[config.mk]
export PLATFORM = sky130hd
export DESIGN_NAME = debounce_tick_bank_flat
export DESIGN_NICKNAME = d
export VERILOG_FILES = /design/src/rtl/rng_game_pkg.sv /design/src/rtl/debounce_tick_bank_if.sv /design/src/rtl/debounce_tick_bank_tick_gen.sv /design/src/rtl/debounce_tick_bank.sv /design/src/flat_wrapper.sv
export SDC_FILE = /design/constraint.sdc
export NUM_CORES = 1
export LEC_CHECK = 0
export ABC_AREA = 1
export BUFFER_PORTS_ARGS = -buffer_cell sky130_fd_sc_hd__clkbuf_2
export CAP_MARGIN = 30
export CORE_MARGIN = 10
export CORE_UTILIZATION = 50
export CTS_BUF_LIST = sky130_fd_sc_hd__clkbuf_4
export DETAILED_ROUTE_END_ITERATION = 6
export MAX_ROUTING_LAYER = met4
export PLACE_DENSITY = 0.68
export REMOVE_ABC_BUFFERS = 1
export SETUP_SLACK_MARGIN = 0.15
export SLEW_MARGIN = 20
export SYNTH_ARGS = -nofsm -noshare
export SYNTH_HDL_FRONTEND = slang
export SYNTH_SLANG_ARGS = --single-unit
[constraint.sdc]
create_clock -name in_clk -period 1.7 [get_ports in_clk]
set_input_delay 0.255 -clock in_clk [delete_from_list [all_inputs] [get_ports in_clk]]
set_output_delay 0.255 -clock in_clk [all_outputs]
set_load 0.1 [all_outputs]
[src/rtl/rng_game_pkg.sv]
// Shared constants for the game board blocks.
//   CLK_DIV_DEFAULT    : slow-tick divisor for 25 MHz / 50 MHz boards
//   DEB_STABLE_DEFAULT : ticks a new button value must persist before acceptance
//   DEB_N_CH_DEFAULT   : default number of debounced channels
//   cnt_width()        : width of a counter that must hold values 0..n-1 (never below 1)
package rng_game_pkg;

    localparam int CLK_DIV_DEFAULT    = 12_500_000;
    localparam int DEB_STABLE_DEFAULT = 4;
    localparam int DEB_N_CH_DEFAULT   = 4;

    function automatic int cnt_width(input int n);
        return (n <= 2) ? 1 : $clog2(n);
    endfunction

endpackage

[src/rtl/debounce_tick_bank_if.sv]
// Bundle of the debounce bank's functional signals.
//   master : drives en / btn_in, observes the debounced outputs and the tick
//   slave  : the debounce bank itself
// Signals: en (divider enable), btn_in (raw inputs), btn_level / btn_rise /
// btn_fall (debounced level and edge pulses), tick_out (enable strobe),
// slow_clk (50 % duty square wave, in the in_clk domain).
interface debounce_tick_bank_if #(
    parameter int N_CH = 4
) ();

    logic            en;
    logic [N_CH-1:0] btn_in;
    logic [N_CH-1:0] btn_level;
    logic [N_CH-1:0] btn_rise;
    logic [N_CH-1:0] btn_fall;
    logic            tick_out;
    logic            slow_clk;

    modport master (
        output en,
        output btn_in,
        input  btn_level,
        input  btn_rise,
        input  btn_fall,
        input  tick_out,
        input  slow_clk
    );

    modport slave (
        input  en,
        input  btn_in,
        output btn_level,
        output btn_rise,
        output btn_fall,
        output tick_out,
        output slow_clk
    );

endinterface

[src/rtl/debounce_tick_bank_tick_gen.sv]
// tick_gen: exact-period enable-tick generator, usable on its own.
//   in_clk   : system clock
//   in_rst_n : asynchronous active-low reset
//   en       : count enable; low holds the count and suppresses the tick
//   tick_out : one-cycle strobe, once every CLK_DIV enabled cycles
//   slow_clk : toggles together with each tick (period 2*CLK_DIV)
module tick_gen
    import rng_game_pkg::*;
#(
    parameter int CLK_DIV = CLK_DIV_DEFAULT
) (
    input  logic in_clk,
    input  logic in_rst_n,
    input  logic en,
    output logic tick_out,
    output logic slow_clk
);

    localparam int             CNT_W = cnt_width(CLK_DIV);
    localparam logic [CNT_W-1:0] LAST = CNT_W'(CLK_DIV - 1);

    logic [CNT_W-1:0] count;

    generate
        if (CLK_DIV < 2) begin : g_bad_clk_div
            $error("tick_gen: CLK_DIV must be >= 2");
        end
    endgenerate

    // Wrapping at CLK_DIV-1 while registering the tick keeps the period
    // exactly CLK_DIV enabled cycles; a held count resumes where it stopped.
    always_ff @(posedge in_clk or negedge in_rst_n) begin
        if (!in_rst_n) begin
            count    <= '0;
            tick_out <= 1'b0;
            slow_clk <= 1'b0;
        end else if (en) begin
            if (count == LAST) begin
                count    <= '0;
                tick_out <= 1'b1;
                slow_clk <= ~slow_clk;
            end else begin
                count    <= count + 1'b1;
                tick_out <= 1'b0;
            end
        end else begin
            tick_out <= 1'b0;
        end
    end

endmodule

[src/rtl/debounce_tick_bank.sv]
// debounce_tick_bank: tick-paced debouncer for a bank of asynchronous inputs.
//   in_clk   : system clock (the only clock of every flop in here)
//   in_rst_n : asynchronous active-low reset
//   bus      : slave side of debounce_tick_bank_if
//              en / btn_in in; btn_level, btn_rise, btn_fall, tick_out,
//              slow_clk out
// Each channel: 2-FF synchronizer, then on every tick a consecutive-mismatch
// counter; the new value is accepted on the STABLE_TICKS-th mismatched tick.
module debounce_tick_bank
    import rng_game_pkg::*;
#(
    parameter int CLK_DIV      = CLK_DIV_DEFAULT,
    parameter int N_CH         = DEB_N_CH_DEFAULT,
    parameter int STABLE_TICKS = DEB_STABLE_DEFAULT
) (
    input logic                 in_clk,
    input logic                 in_rst_n,
    debounce_tick_bank_if.slave bus
);

    localparam int             STAB_W    = cnt_width(STABLE_TICKS + 1);
    localparam logic [STAB_W-1:0] STAB_LAST = STAB_W'(STABLE_TICKS - 1);

    generate
        if (N_CH < 1) begin : g_bad_n_ch
            $error("debounce_tick_bank: N_CH must be >= 1");
        end
        if (STABLE_TICKS < 1) begin : g_bad_stable
            $error("debounce_tick_bank: STABLE_TICKS must be >= 1");
        end
    endgenerate

    logic tick;
    logic slow;

    tick_gen #(
        .CLK_DIV (CLK_DIV)
    ) u_tick_gen (
        .in_clk   (in_clk),
        .in_rst_n (in_rst_n),
        .en       (bus.en),
        .tick_out (tick),
        .slow_clk (slow)
    );

    assign bus.tick_out = tick;
    assign bus.slow_clk = slow;

    logic [N_CH-1:0] level;
    logic [N_CH-1:0] rise;
    logic [N_CH-1:0] fall;

    for (genvar i = 0; i < N_CH; i++) begin : g_ch
        logic              sync1;
        logic              sync2;
        logic              lvl;
        logic              rise_q;
        logic              fall_q;
        logic [STAB_W-1:0] stab;

        always_ff @(posedge in_clk or negedge in_rst_n) begin
            if (!in_rst_n) begin
                sync1  <= 1'b0;
                sync2  <= 1'b0;
                lvl    <= 1'b0;
                rise_q <= 1'b0;
                fall_q <= 1'b0;
                stab   <= '0;
            end else begin
                sync1  <= bus.btn_in[i];
                sync2  <= sync1;
                rise_q <= 1'b0;
                fall_q <= 1'b0;
                if (tick) begin
                    if (sync2 == lvl) begin
                        stab <= '0;
                    end else if (stab == STAB_LAST) begin
                        // Mismatch has now held for STABLE_TICKS ticks in a row.
                        lvl    <= sync2;
                        stab   <= '0;
                        rise_q <= sync2;
                        fall_q <= ~sync2;
                    end else begin
                        stab <= stab + 1'b1;
                    end
                end
            end
        end

        assign level[i] = lvl;
        assign rise[i]  = rise_q;
        assign fall[i]  = fall_q;
    end

    assign bus.btn_level = level;
    assign bus.btn_rise  = rise;
    assign bus.btn_fall  = fall;

endmodule

[src/flat_wrapper.sv]
// flat-port wrapper written by rule: the top's interface ports become plain ports
module debounce_tick_bank_flat import rng_game_pkg::*;
#(
    parameter int CLK_DIV      = CLK_DIV_DEFAULT,
    parameter int N_CH         = DEB_N_CH_DEFAULT,
    parameter int STABLE_TICKS = DEB_STABLE_DEFAULT
)
  (in_clk, in_rst_n, bus_en, bus_btn_in, bus_btn_level, bus_btn_rise, bus_btn_fall, bus_tick_out, bus_slow_clk);
  debounce_tick_bank_if #(.N_CH(N_CH)) bus_i ();
  input logic in_clk;
  input logic in_rst_n;
  input wire logic [$bits(bus_i.en)-1:0] bus_en;
  input wire logic [$bits(bus_i.btn_in)-1:0] bus_btn_in;
  output wire logic [$bits(bus_i.btn_level)-1:0] bus_btn_level;
  output wire logic [$bits(bus_i.btn_rise)-1:0] bus_btn_rise;
  output wire logic [$bits(bus_i.btn_fall)-1:0] bus_btn_fall;
  output wire logic [$bits(bus_i.tick_out)-1:0] bus_tick_out;
  output wire logic [$bits(bus_i.slow_clk)-1:0] bus_slow_clk;
  assign bus_i.en = bus_en;
  assign bus_i.btn_in = bus_btn_in;
  assign bus_btn_level = bus_i.btn_level;
  assign bus_btn_rise = bus_i.btn_rise;
  assign bus_btn_fall = bus_i.btn_fall;
  assign bus_tick_out = bus_i.tick_out;
  assign bus_slow_clk = bus_i.slow_clk;
  debounce_tick_bank #(.CLK_DIV(CLK_DIV), .N_CH(N_CH), .STABLE_TICKS(STABLE_TICKS)) u_core (.in_clk(in_clk), .in_rst_n(in_rst_n), .bus(bus_i));
endmodule
==> results of run 1 <==
final cells by class:
cell class	count	area [µm²]
Tap cell	72	90.1
Clock inverter	6	57.6
Inverter	54	203
Sequential cell	58	1450
Clock buffer	10	75.1
Fill cell	496	2260
Timing Repair Buffer	29	215
Multi-Input combinational cell	232	1220
cells in the mapped netlist, types with 2 or more instances:
master,instances,area [µm²]
nand3_2,2,20.0
o22ai_1,2,12.5
nand2_1,87,327
xor2_1,10,87.6
nand3_1,20,100
and2_1,3,18.8
ha_1,5,62.6
nor2_2,6,37.5
nand4_1,3,18.8
a21boi_0,4,30.0
o21ai_0,12,60.1
dfrtp_1,58,1450
nor2_1,54,203
inv_1,52,195
inv_2,2,7.51
nor3_1,2,10.0
a21oi_1,6,30.0
nor2_4,6,67.6
nand2_2,3,18.8
buf_4,12,90.1
per-stage QoR:
stage,worst slack [ps],cell area (µm²),setup TNS (ps),std cells
final,231,3310,0,461
after global routing,129,3310,0,461
after CTS,169,3240,0,458
after detailed placement,246,3050,0,437
after global placement,268,3050,0,437
after floorplan,-19.4,2820,-58.2,343
worst max-delay path by stage:
stage                                       end                       start  slack [ps]  depth (start not counted)
floorplan                    u_core.g_ch[0].lvl  u_core.u_tick_gen.tick_out         -20                          4
global placement    u_core.u_tick_gen.count[10]  u_core.u_tick_gen.count[0]         270                          8
detailed placement  u_core.u_tick_gen.count[10]  u_core.u_tick_gen.count[0]         250                          8
CTS                            bus_btn_level[3]          u_core.g_ch[3].lvl         170                          1
global route        u_core.u_tick_gen.count[21]  u_core.u_tick_gen.count[1]         130                          8
finish                         bus_btn_level[3]          u_core.g_ch[3].lvl         230                          1
state kept, by name (all words and copies together) (netlist names):
register / cells
u_core.u_tick_gen.count: 24
u_core.u_tick_gen.slow_clk: 1
u_core.g_ch.lvl: 4
u_core.g_ch.sync2: 4
u_core.g_ch.stab: 12
u_core.g_ch.sync1: 4
u_core.g_ch.fall_q: 4
u_core.g_ch.rise_q: 4
u_core.u_tick_gen.tick_out: 1
routing by layer:
metal	vias to the layer above	GRT usage	wire [µm]
met5	-	-	0
met4	0	0.0593	138
met3	11	0.0478	348
met2	44	0.229	2700
met1	1020	0.158	2370
li1	1142	-	-
where the power goes:
| part | leakage, nW | switching, mW | internal [mW] |
|---|---|---|---|
| clock network | 0.0675 | 0.493 | 0.452 |
| logic | 0.892 | 0.185 | 0.106 |
| registers | 0.744 | 0.0864 | 1.45 |
| total | 1.70 | 0.764 | 2.00 |
repair_timing:
item                                   4_1_cts  5_1_grt
hold buffers                                 5        0
buffers inserted                             0        2
gates cloned                                 0        1
pin swaps                                    0        4
gates resized for setup                      4       11
endpoints found under the hold margin       62        0
setup endpoints to repair                    4       19
kinds of logic (layout without fill, tap and decap cells):
group | count (synthesis) | count (layout) | share of synthesized area
fa+ha+maj | 5 | 5 | 0.0214
xor+xnor | 11 | 11 | 0.0330
compound gates | 26 | 26 | 0.0497
buf+inv | 68 | 99 | 0.105
flops | 58 | 58 | 0.497
simple gates | 189 | 190 | 0.293
==> flow_summary_export.csv, run 1 <==
group,metric,value,unit
status,status,"finished, final reports clean",
power_and_ir_drop,static-leakage-power,1.70,nW
detailed_routing,wire_per_inst,12.0,µm
job,drv_cap,0,
power_and_ir_drop,power.density,836,nW/µm²
cells_and_area,nNetsFinal,396,
setup_path,crit_path_end_kind,"output pin",
cells_and_area,drive_above_1_share,0.167,
logic_synthesis,ys_seq_area_frac,0.497,
clock_network,clock_latency,400,ps
clock_network,cts_inserted_buffers,9,
worst_hold_path,holdPathStages,3,
sta,period_share,0.864,
grt,grt_pass1_vias,2235,
worst_hold_path,hold_path.startpoint,"bus_en",
cells_and_area,syn2layout_area_growth,13.3,%
grt,grtUsageTotal,0.142,
grt,grt_pass1_wl,10000,µm
logic_synthesis,yosys_most_used_dff,"dfrtp_1",
sta,rsz0062_at_grt,"true",
die,die_x,96.4,µm
die,die_area,9300,µm²
grt,antenna_found_initial,0,
place,gp_congestion,0.893,
clock_network,cts-root-buf,"clkbuf_4",
detailed_routing,vias,2217,
detailed_routing,finalWirelength,5550,µm
detailed_routing,drcViolationCount,0,
detailed_routing,drt_iter0_drc,86,
clock_network,htree_levels,3,
sta,fin_skew,12.9,ps
setup_path,path_cells,"buf_2",
cells_and_area,layout_commonest_cell,"nand2_1",
setup_path,slowest_delay,440,ps
setup_path,reg2reg_from,"u_core.u_tick_gen.count[1]",
detailed_routing,dr.pass1.iters,4,
die,start_util,0.524,
sta,slew_headroom,0.638,
sta,fmax,681,MHz
clock_network,cts_tree,"yes",
sta,finalCriticalPeriod,1470,ps
setup_path,cp-start-kind,"flop",
worst_hold_path,hold_path_class,"input pin to flop",
setup_path,worstPathArrival,1210,ps
clock_network,cts.sinks,58,
setup_path,cp_top_family,"buffers and inverters",
power_and_ir_drop,vdd_drop_max,618,µV
logic_synthesis,avgSynthCellArea,8.18,µm²
die,fp-row-count,27,
logic_synthesis,syn_area,2920,µm²
cells_and_area,final_cell_mix,"84 x nand2_1, 57 x dfrtp_1, 54 x nor2_1, 52 x inv_1, 20 x nand3_1",
setup_path,critPathBufInv,1,
logic_synthesis,netlist_instances,357,
place,io_buffers,20,
detailed_routing,vias_per_cell,4.81,
logic_synthesis,synth.distinct_cells,28,
sta,tightest_slew,545,ps
logic_synthesis,synth_async_sr_flop_share,1.00,
setup_path,regToRegEndpoint,"u_core.u_tick_gen.count[21]",
cells_and_area,fin_util,0.594,
clock_network,clk_transition_reported_paths,100,ps
power_and_ir_drop,total_power,2.77,mW
grt,grt_max_degree,59,
setup_path,cp_slowest_cell,"buf_2",
cells_and_area,diodes,0,
place,hpwl,3960,µm
logic_synthesis,yosys_warnings,0,
setup_path,ff2ff_setup_slack,240,ps
clock_network,clk_path_buf_depth,2,
grt,grt.overflow.total,0,
die,pin_count,21,
logic_synthesis,ys_seq_elements,58,
sta,setup_viol,0,
sta,finalHoldViolCount,0,
detailed_routing,ant_nets,0,
setup_path,reg2regPathDepth,8,
die,core_area,5570,µm²
setup_path,cp_max_fo,3,
setup_path,worstSetupPathType,"flop to output pin",
die,dieHeight,96.4,µm
sta,drv_slew,0,
worst_hold_path,hold-path-endpoint,"u_core.u_tick_gen.count[0]",
logic_synthesis,synth_edf_count,0,
sta,worst_hold_slack,338,ps
setup_path,required,1440,ps
Note: power is estimated with default switching activity, not from simulation.
==> run 2, diff against run 1 <==
--- a/config.mk
+++ b/config.mk
@@ -9,11 +9,10 @@
 export BUFFER_PORTS_ARGS = -buffer_cell sky130_fd_sc_hd__clkbuf_2
 export CAP_MARGIN = 30
 export CORE_MARGIN = 10
-export CORE_UTILIZATION = 50
+export CORE_UTILIZATION = 32
 export CTS_BUF_LIST = sky130_fd_sc_hd__clkbuf_4
 export DETAILED_ROUTE_END_ITERATION = 6
 export MAX_ROUTING_LAYER = met4
-export PLACE_DENSITY = 0.68
 export REMOVE_ABC_BUFFERS = 1
 export SETUP_SLACK_MARGIN = 0.15
 export SLEW_MARGIN = 20
==> flow_summary_export.csv, run 2 (same netlist as run 1, synthesis figures left out) <==
group,metric,value,unit
status,status,"finished, final reports clean",
setup_path,critPathBufInv,1,
detailed_routing,vias_per_cell,4.46,
setup_path,crit_path_end_kind,"output pin",
cells_and_area,regMostFlops,"u_core.u_tick_gen.count",
sta,slew_headroom,0.591,
clock_network,clk_path_buf_depth,2,
die,fp-row-count,34,
place,post-place-cells,474,
sta,tightest_slew,614,ps
cells_and_area,nNetsFinal,396,
setup_path,cp_slowest_cell,"buf_2",
clock_network,cts.sinks,58,
power_and_ir_drop,pwr-share-seq,0.518,
cells_and_area,final_cell_mix,"87 x nand2_1, 57 x dfrtp_1, 54 x nor2_1, 52 x inv_1, 20 x nand3_1",
job,drv_cap,0,
power_and_ir_drop,clkPwrFrac,0.386,
cells_and_area,fillers,901,
sta,fmax,681,MHz
setup_path,cp_max_fo,3,
die,die_x,116,µm
setup_path,ff2ff_setup_slack,260,ps
clock_network,cts_inserted_buffers,9,
detailed_routing,dr.pass1.iters,4,
setup_path,required,1440,ps
sta,setup_viol,0,
cells_and_area,syn2layout_area_growth,14.7,%
clock_network,cts_tree,"yes",
sta,period_share,0.864,
power_and_ir_drop,p_sw_frac,0.266,
detailed_routing,finalWirelength,5600,µm
sta,rsz0062_at_grt,"false",
power_and_ir_drop,p_int,2.15,mW
grt,grt_pass1_wl,9780,µm
setup_path,cp.depth,1,
cells_and_area,largest_reg_flops,24,
setup_path,cp_top_family,"buffers and inverters",
place,hpwl,4150,µm
clock_network,cts-root-buf,"clkbuf_4",
setup_path,regToRegEndpoint,"u_core.u_tick_gen.count[5]",
setup_path,path_cells,"buf_2",
cells_and_area,reg_top3,"u_core.u_tick_gen.count x24, u_core.g_ch.stab x12",
cells_and_area,layoutNonFillerInstCount,497,
clock_network,clock_latency,410,ps
power_and_ir_drop,p_sw,778,µW
setup_path,reg2regPathDepth,8,
cells_and_area,diodes,0,
die,pin_count,21,
setup_path,slowest_delay,440,ps
grt,grtUsageTotal,0.0940,
cells_and_area,multi_input_area,1190,µm²
worst_hold_path,holdPathStages,3,
die,dieHeight,116,µm
detailed_routing,vias,2215,
detailed_routing,drcViolationCount,0,
power_and_ir_drop,combPwrFrac,0.096,
power_and_ir_drop,vdd_drop_max,475,µV
worst_hold_path,hold_path_class,"input pin to flop",
grt,grt.overflow.total,0,
detailed_routing,ant_nets,0,
die,core_area,8810,µm²
place,io_buffers,20,
cells_and_area,drive_above_1_share,0.162,
power_and_ir_drop,power.density,875,nW/µm²
sta,finalCriticalPeriod,1470,ps
setup_path,worstPathArrival,1210,ps
clock_network,clk_transition_reported_paths,90,ps
detailed_routing,wire_per_inst,11.3,µm
die,die_area,13300,µm²
setup_path,worstSetupPathType,"flop to output pin",
worst_hold_path,hold_path.startpoint,"bus_en",
sta,fin_skew,18.5,ps
sta,finalHoldViolCount,0,
power_and_ir_drop,total_power,2.93,mW
place,gp_congestion,0.872,
worst_hold_path,hold-path-endpoint,"u_core.u_tick_gen.count[0]",
clock_network,htree_levels,3,
cells_and_area,seqCellArea,1450,µm²
sta,drv_slew,0,
grt,grt_max_degree,27,
cells_and_area,layout_commonest_cell,"nand2_1",
setup_path,cp-start-kind,"flop",
grt,grt_pass1_vias,2261,
die,start_util,0.332,
power_and_ir_drop,static-leakage-power,1.71,nW
detailed_routing,drt_iter0_drc,138,
setup_path,reg2reg_from,"u_core.u_tick_gen.count[1]",
grt,antenna_found_initial,0,
[run 2: layout make-up]
cell class | instances | area share
repair buffers | 29 | 0.0650
multi-input cells | 232 | 0.354
flip-flops and latches | 58 | 0.434
inverters | 54 | 0.0605
clock inverters | 6 | 0.0243
well taps | 108 | 0.0403
clock buffers | 10 | 0.0224
[run 2: timing repair]
item / in CTS / in global routing
hold endpoints to repair: 25 / 0
resized for setup: 4 / 5
gates cloned: 0 / 1
pin swaps: 0 / 0
setup endpoints to repair: 4 / 16
hold buffers: 5 / 0
buffers inserted: 0 / 1
[run 2: per-stage QoR]
step / setup TNS [ps] / utilization / setup slack (ps) / cell area [µm²] / hold slack, ps
3_3_place_gp: 0 / 0.352 / 277 / 3100 / 290
5_1_grt: 0 / 0.381 / 138 / 3350 / 291
4_1_cts: 0 / 0.377 / 160 / 3320 / 243
3_5_place_dp: 0 / 0.352 / 226 / 3100 / 300
6_report: 0 / 0.381 / 231 / 3350 / 304
2_1_floorplan: -58.2 / - / -19.4 / 2820 / -40.6
[run 2: worst min-delay path, stage by stage]
cell,delay [ps]
clkbuf_2,220
nand3_1,150
nand2_1,50
[run 2: metal layers]
layer,track usage,up-vias,share of wire
li1,-,1137,-
met1,0.102,1043,0.45
met2,0.153,27,0.48
met3,0.0367,8,0.054
met4,0.0355,0,0.014
met5,-,-,0
[run 2: power by group through the flow]
stage	registers [mW]	clock network (mW)	logic (mW)
after global placement	1.55	0	0.266
after detailed placement	1.55	0	0.267
after floorplan	1.53	0	0.189
final	1.52	1.13	0.283
after global routing	1.53	1.23	0.322
after CTS	1.52	1.17	0.280
[run 2: how the worst max path moves through the flow]
stage               slack, ps                          end                  startpoint
detailed placement        230  u_core.u_tick_gen.count[15]  u_core.u_tick_gen.count[0]
floorplan                 -20           u_core.g_ch[0].lvl  u_core.u_tick_gen.tick_out
global placement          280   u_core.u_tick_gen.slow_clk  u_core.u_tick_gen.count[0]
CTS                       160                 bus_slow_clk  u_core.u_tick_gen.slow_clk
global route              140  u_core.u_tick_gen.count[18]  u_core.u_tick_gen.count[1]
finish                    230                 bus_slow_clk  u_core.u_tick_gen.slow_clk
==> run 3, diff against run 2 <==
--- a/config.mk
+++ b/config.mk
@@ -9,7 +9,7 @@
 export BUFFER_PORTS_ARGS = -buffer_cell sky130_fd_sc_hd__clkbuf_2
 export CAP_MARGIN = 30
 export CORE_MARGIN = 10
-export CORE_UTILIZATION = 32
+export CORE_UTILIZATION = 29
 export CTS_BUF_LIST = sky130_fd_sc_hd__clkbuf_4
 export DETAILED_ROUTE_END_ITERATION = 6
 export MAX_ROUTING_LAYER = met4
==> flow_summary_export.csv, run 3 (same netlist as run 1, synthesis figures left out) <==
group,metric,value,unit
place,gp_congestion,0.868,
sta,rsz0062_at_grt,"true",
job,drv_cap,0,
clock_network,cts.sinks,58,
cells_and_area,seqCellArea,1450,µm²
worst_hold_path,hold_path_class,"input pin to flop",
detailed_routing,finalWirelength,5750,µm
power_and_ir_drop,pwr-share-seq,0.526,
cells_and_area,layoutNonFillerInstCount,520,
sta,tightest_slew,546,ps
sta,fin_skew,16.0,ps
place,post-place-ws,256,ps
setup_path,ff2ff_setup_slack,270,ps
die,fp-row-count,36,
detailed_routing,drt_iter0_drc,128,
setup_path,crit_path_end_kind,"output pin",
die,pin_count,21,
place,placed_area,3120,µm²
die,core_area,9770,µm²
sta,finalCriticalPeriod,1460,ps
worst_hold_path,hold_path.startpoint,"bus_en",
worst_hold_path,hold-path-endpoint,"u_core.u_tick_gen.count[0]",
place,io_buffers,20,
sta,period_share,0.856,
grt,grt.overflow.total,0,
grt,antenna_found_initial,0,
worst_hold_path,holdPathStages,3,
sta,fmax,687,MHz
die,start_util,0.299,
setup_path,cp_max_fo,1,
setup_path,slowest_delay,450,ps
setup_path,required,1440,ps
clock_network,clk_transition_reported_paths,100,ps
cells_and_area,final_cell_mix,"87 x nand2_1, 56 x dfrtp_1, 54 x nor2_1, 52 x inv_1, 20 x nand3_1",
sta,drv_slew,0,
status,status,"finished, final reports clean",
die,die_area,14500,µm²
power_and_ir_drop,p_int,2.13,mW
power_and_ir_drop,combPwrFrac,0.098,
sta,finalWorstSetupSlack,245,ps
setup_path,path_cells,"clkbuf_2",
setup_path,critPathBufInv,1,
power_and_ir_drop,power.density,862,nW/µm²
cells_and_area,syn2layout_area_growth,15.4,%
cells_and_area,diodes,0,
setup_path,regToRegEndpoint,"u_core.u_tick_gen.count[17]",
grt,grtUsageTotal,0.0874,
sta,finalSetupTns,0,ps
sta,worst_hold_slack,311,ps
cells_and_area,reg_top3,"u_core.u_tick_gen.count x24, u_core.g_ch.stab x12",
power_and_ir_drop,clkPwrFrac,0.376,
power_and_ir_drop,vdd_drop_max,340,µV
sta,slew_headroom,0.637,
detailed_routing,vias,2199,
clock_network,clk_path_buf_depth,2,
place,post-place-cells,499,
setup_path,cp-start-kind,"flop",
die,dieHeight,120,µm
cells_and_area,multi_input_area,1200,µm²
power_and_ir_drop,static-leakage-power,1.70,nW
cells_and_area,fillers,1030,
detailed_routing,dr.pass1.iters,4,
power_and_ir_drop,p_sw_frac,0.267,
clock_network,cts_tree,"yes",
setup_path,worstSetupPathType,"flop to output pin",
power_and_ir_drop,p_sw,776,µW
cells_and_area,drive_above_1_share,0.163,
sta,setup_viol,0,
clock_network,htree_levels,3,
cells_and_area,layout_commonest_cell,"nand2_1",
detailed_routing,ant_nets,0,
place,hpwl,4220,µm
clock_network,cts-root-buf,"clkbuf_4",
detailed_routing,wire_per_inst,11.1,µm
die,die_x,120,µm
clock_network,post_cts_buffers,0,
sta,finalHoldViolCount,0,
setup_path,reg2reg_from,"u_core.u_tick_gen.count[0]",
cells_and_area,nNetsFinal,395,
clock_network,clock_latency,420,ps
grt,grt_pass1_vias,2108,
detailed_routing,vias_per_cell,4.23,
grt,grt_max_degree,34,
setup_path,cp_slowest_cell,"clkbuf_2",
cells_and_area,regMostFlops,"u_core.u_tick_gen.count",
setup_path,cp_top_family,"buffers and inverters",
cells_and_area,largest_reg_flops,24,
setup_path,reg2regPathDepth,8,
grt,grt_pass1_wl,9890,µm
cells_and_area,design_area,3370,µm²
detailed_routing,drcViolationCount,0,
clock_network,cts_inserted_buffers,9,
setup_path,worstPathArrival,1200,ps
run 3: cell count changes in the layout (fill, tap and decap cells not counted), sizes merged:
cell	delta
buf	-2
run 3: worst max-delay path by stage:
stage                                     startpoint                           to  depth (start not counted)
after detailed placement  u_core.u_tick_gen.count[0]  u_core.u_tick_gen.count[17]                          8
after floorplan           u_core.u_tick_gen.tick_out           u_core.g_ch[0].lvl                          4
after CTS                      u_core.g_ch[2].rise_q              bus_btn_rise[2]                          1
after global placement    u_core.u_tick_gen.count[0]   u_core.u_tick_gen.slow_clk                          8
after global routing      u_core.u_tick_gen.count[0]  u_core.u_tick_gen.count[17]                          8
final                          u_core.g_ch[1].fall_q              bus_btn_fall[1]                          1
run 3: final cells by class:
type	count	share of cell area
sequential	58	0.431
multi-input combinational	232	0.355
inverter	54	0.0602
timing repair buffer	28	0.0594
tap	133	0.0494
clock inverter	6	0.0245
clock buffer	9	0.0201
run 3: power by group through the flow:
stage               combinational [mW]  sequential (mW)  clock [mW]
floorplan                        0.189             1.53           0
global placement                 0.267             1.55           0
detailed placement               0.272             1.55           0
CTS                              0.283             1.52        1.14
global route                     0.335             1.54        1.22
finish                           0.285             1.53        1.09
run 3: stage by stage:
| step | power [mW] | utilization |
|---|---|---|
| after floorplan | 1.72 | - |
| after global placement | 1.82 | 0.319 |
| after detailed placement | 1.82 | 0.319 |
| after CTS | 2.94 | 0.341 |
| after global routing | 3.09 | 0.345 |
| final | 2.91 | 0.345 |
run 3: routing by layer:
metal	vias to the layer above	wire, µm	share of wire	GRT usage
li1	1138	-	-	-
met1	1009	2690	0.47	0.101
met2	41	2600	0.45	0.131
met3	11	360	0.063	0.0382
met4	0	97	0.017	0.0354
met5	-	0	0	-
run 3: what timing repair did:
action,4_1_cts,5_1_grt
gates resized for setup,6,5
endpoints found under the setup margin,6,15
hold buffers,5,0
gates cloned,0,1
pin swaps,0,2
endpoints found under the hold margin,62,0
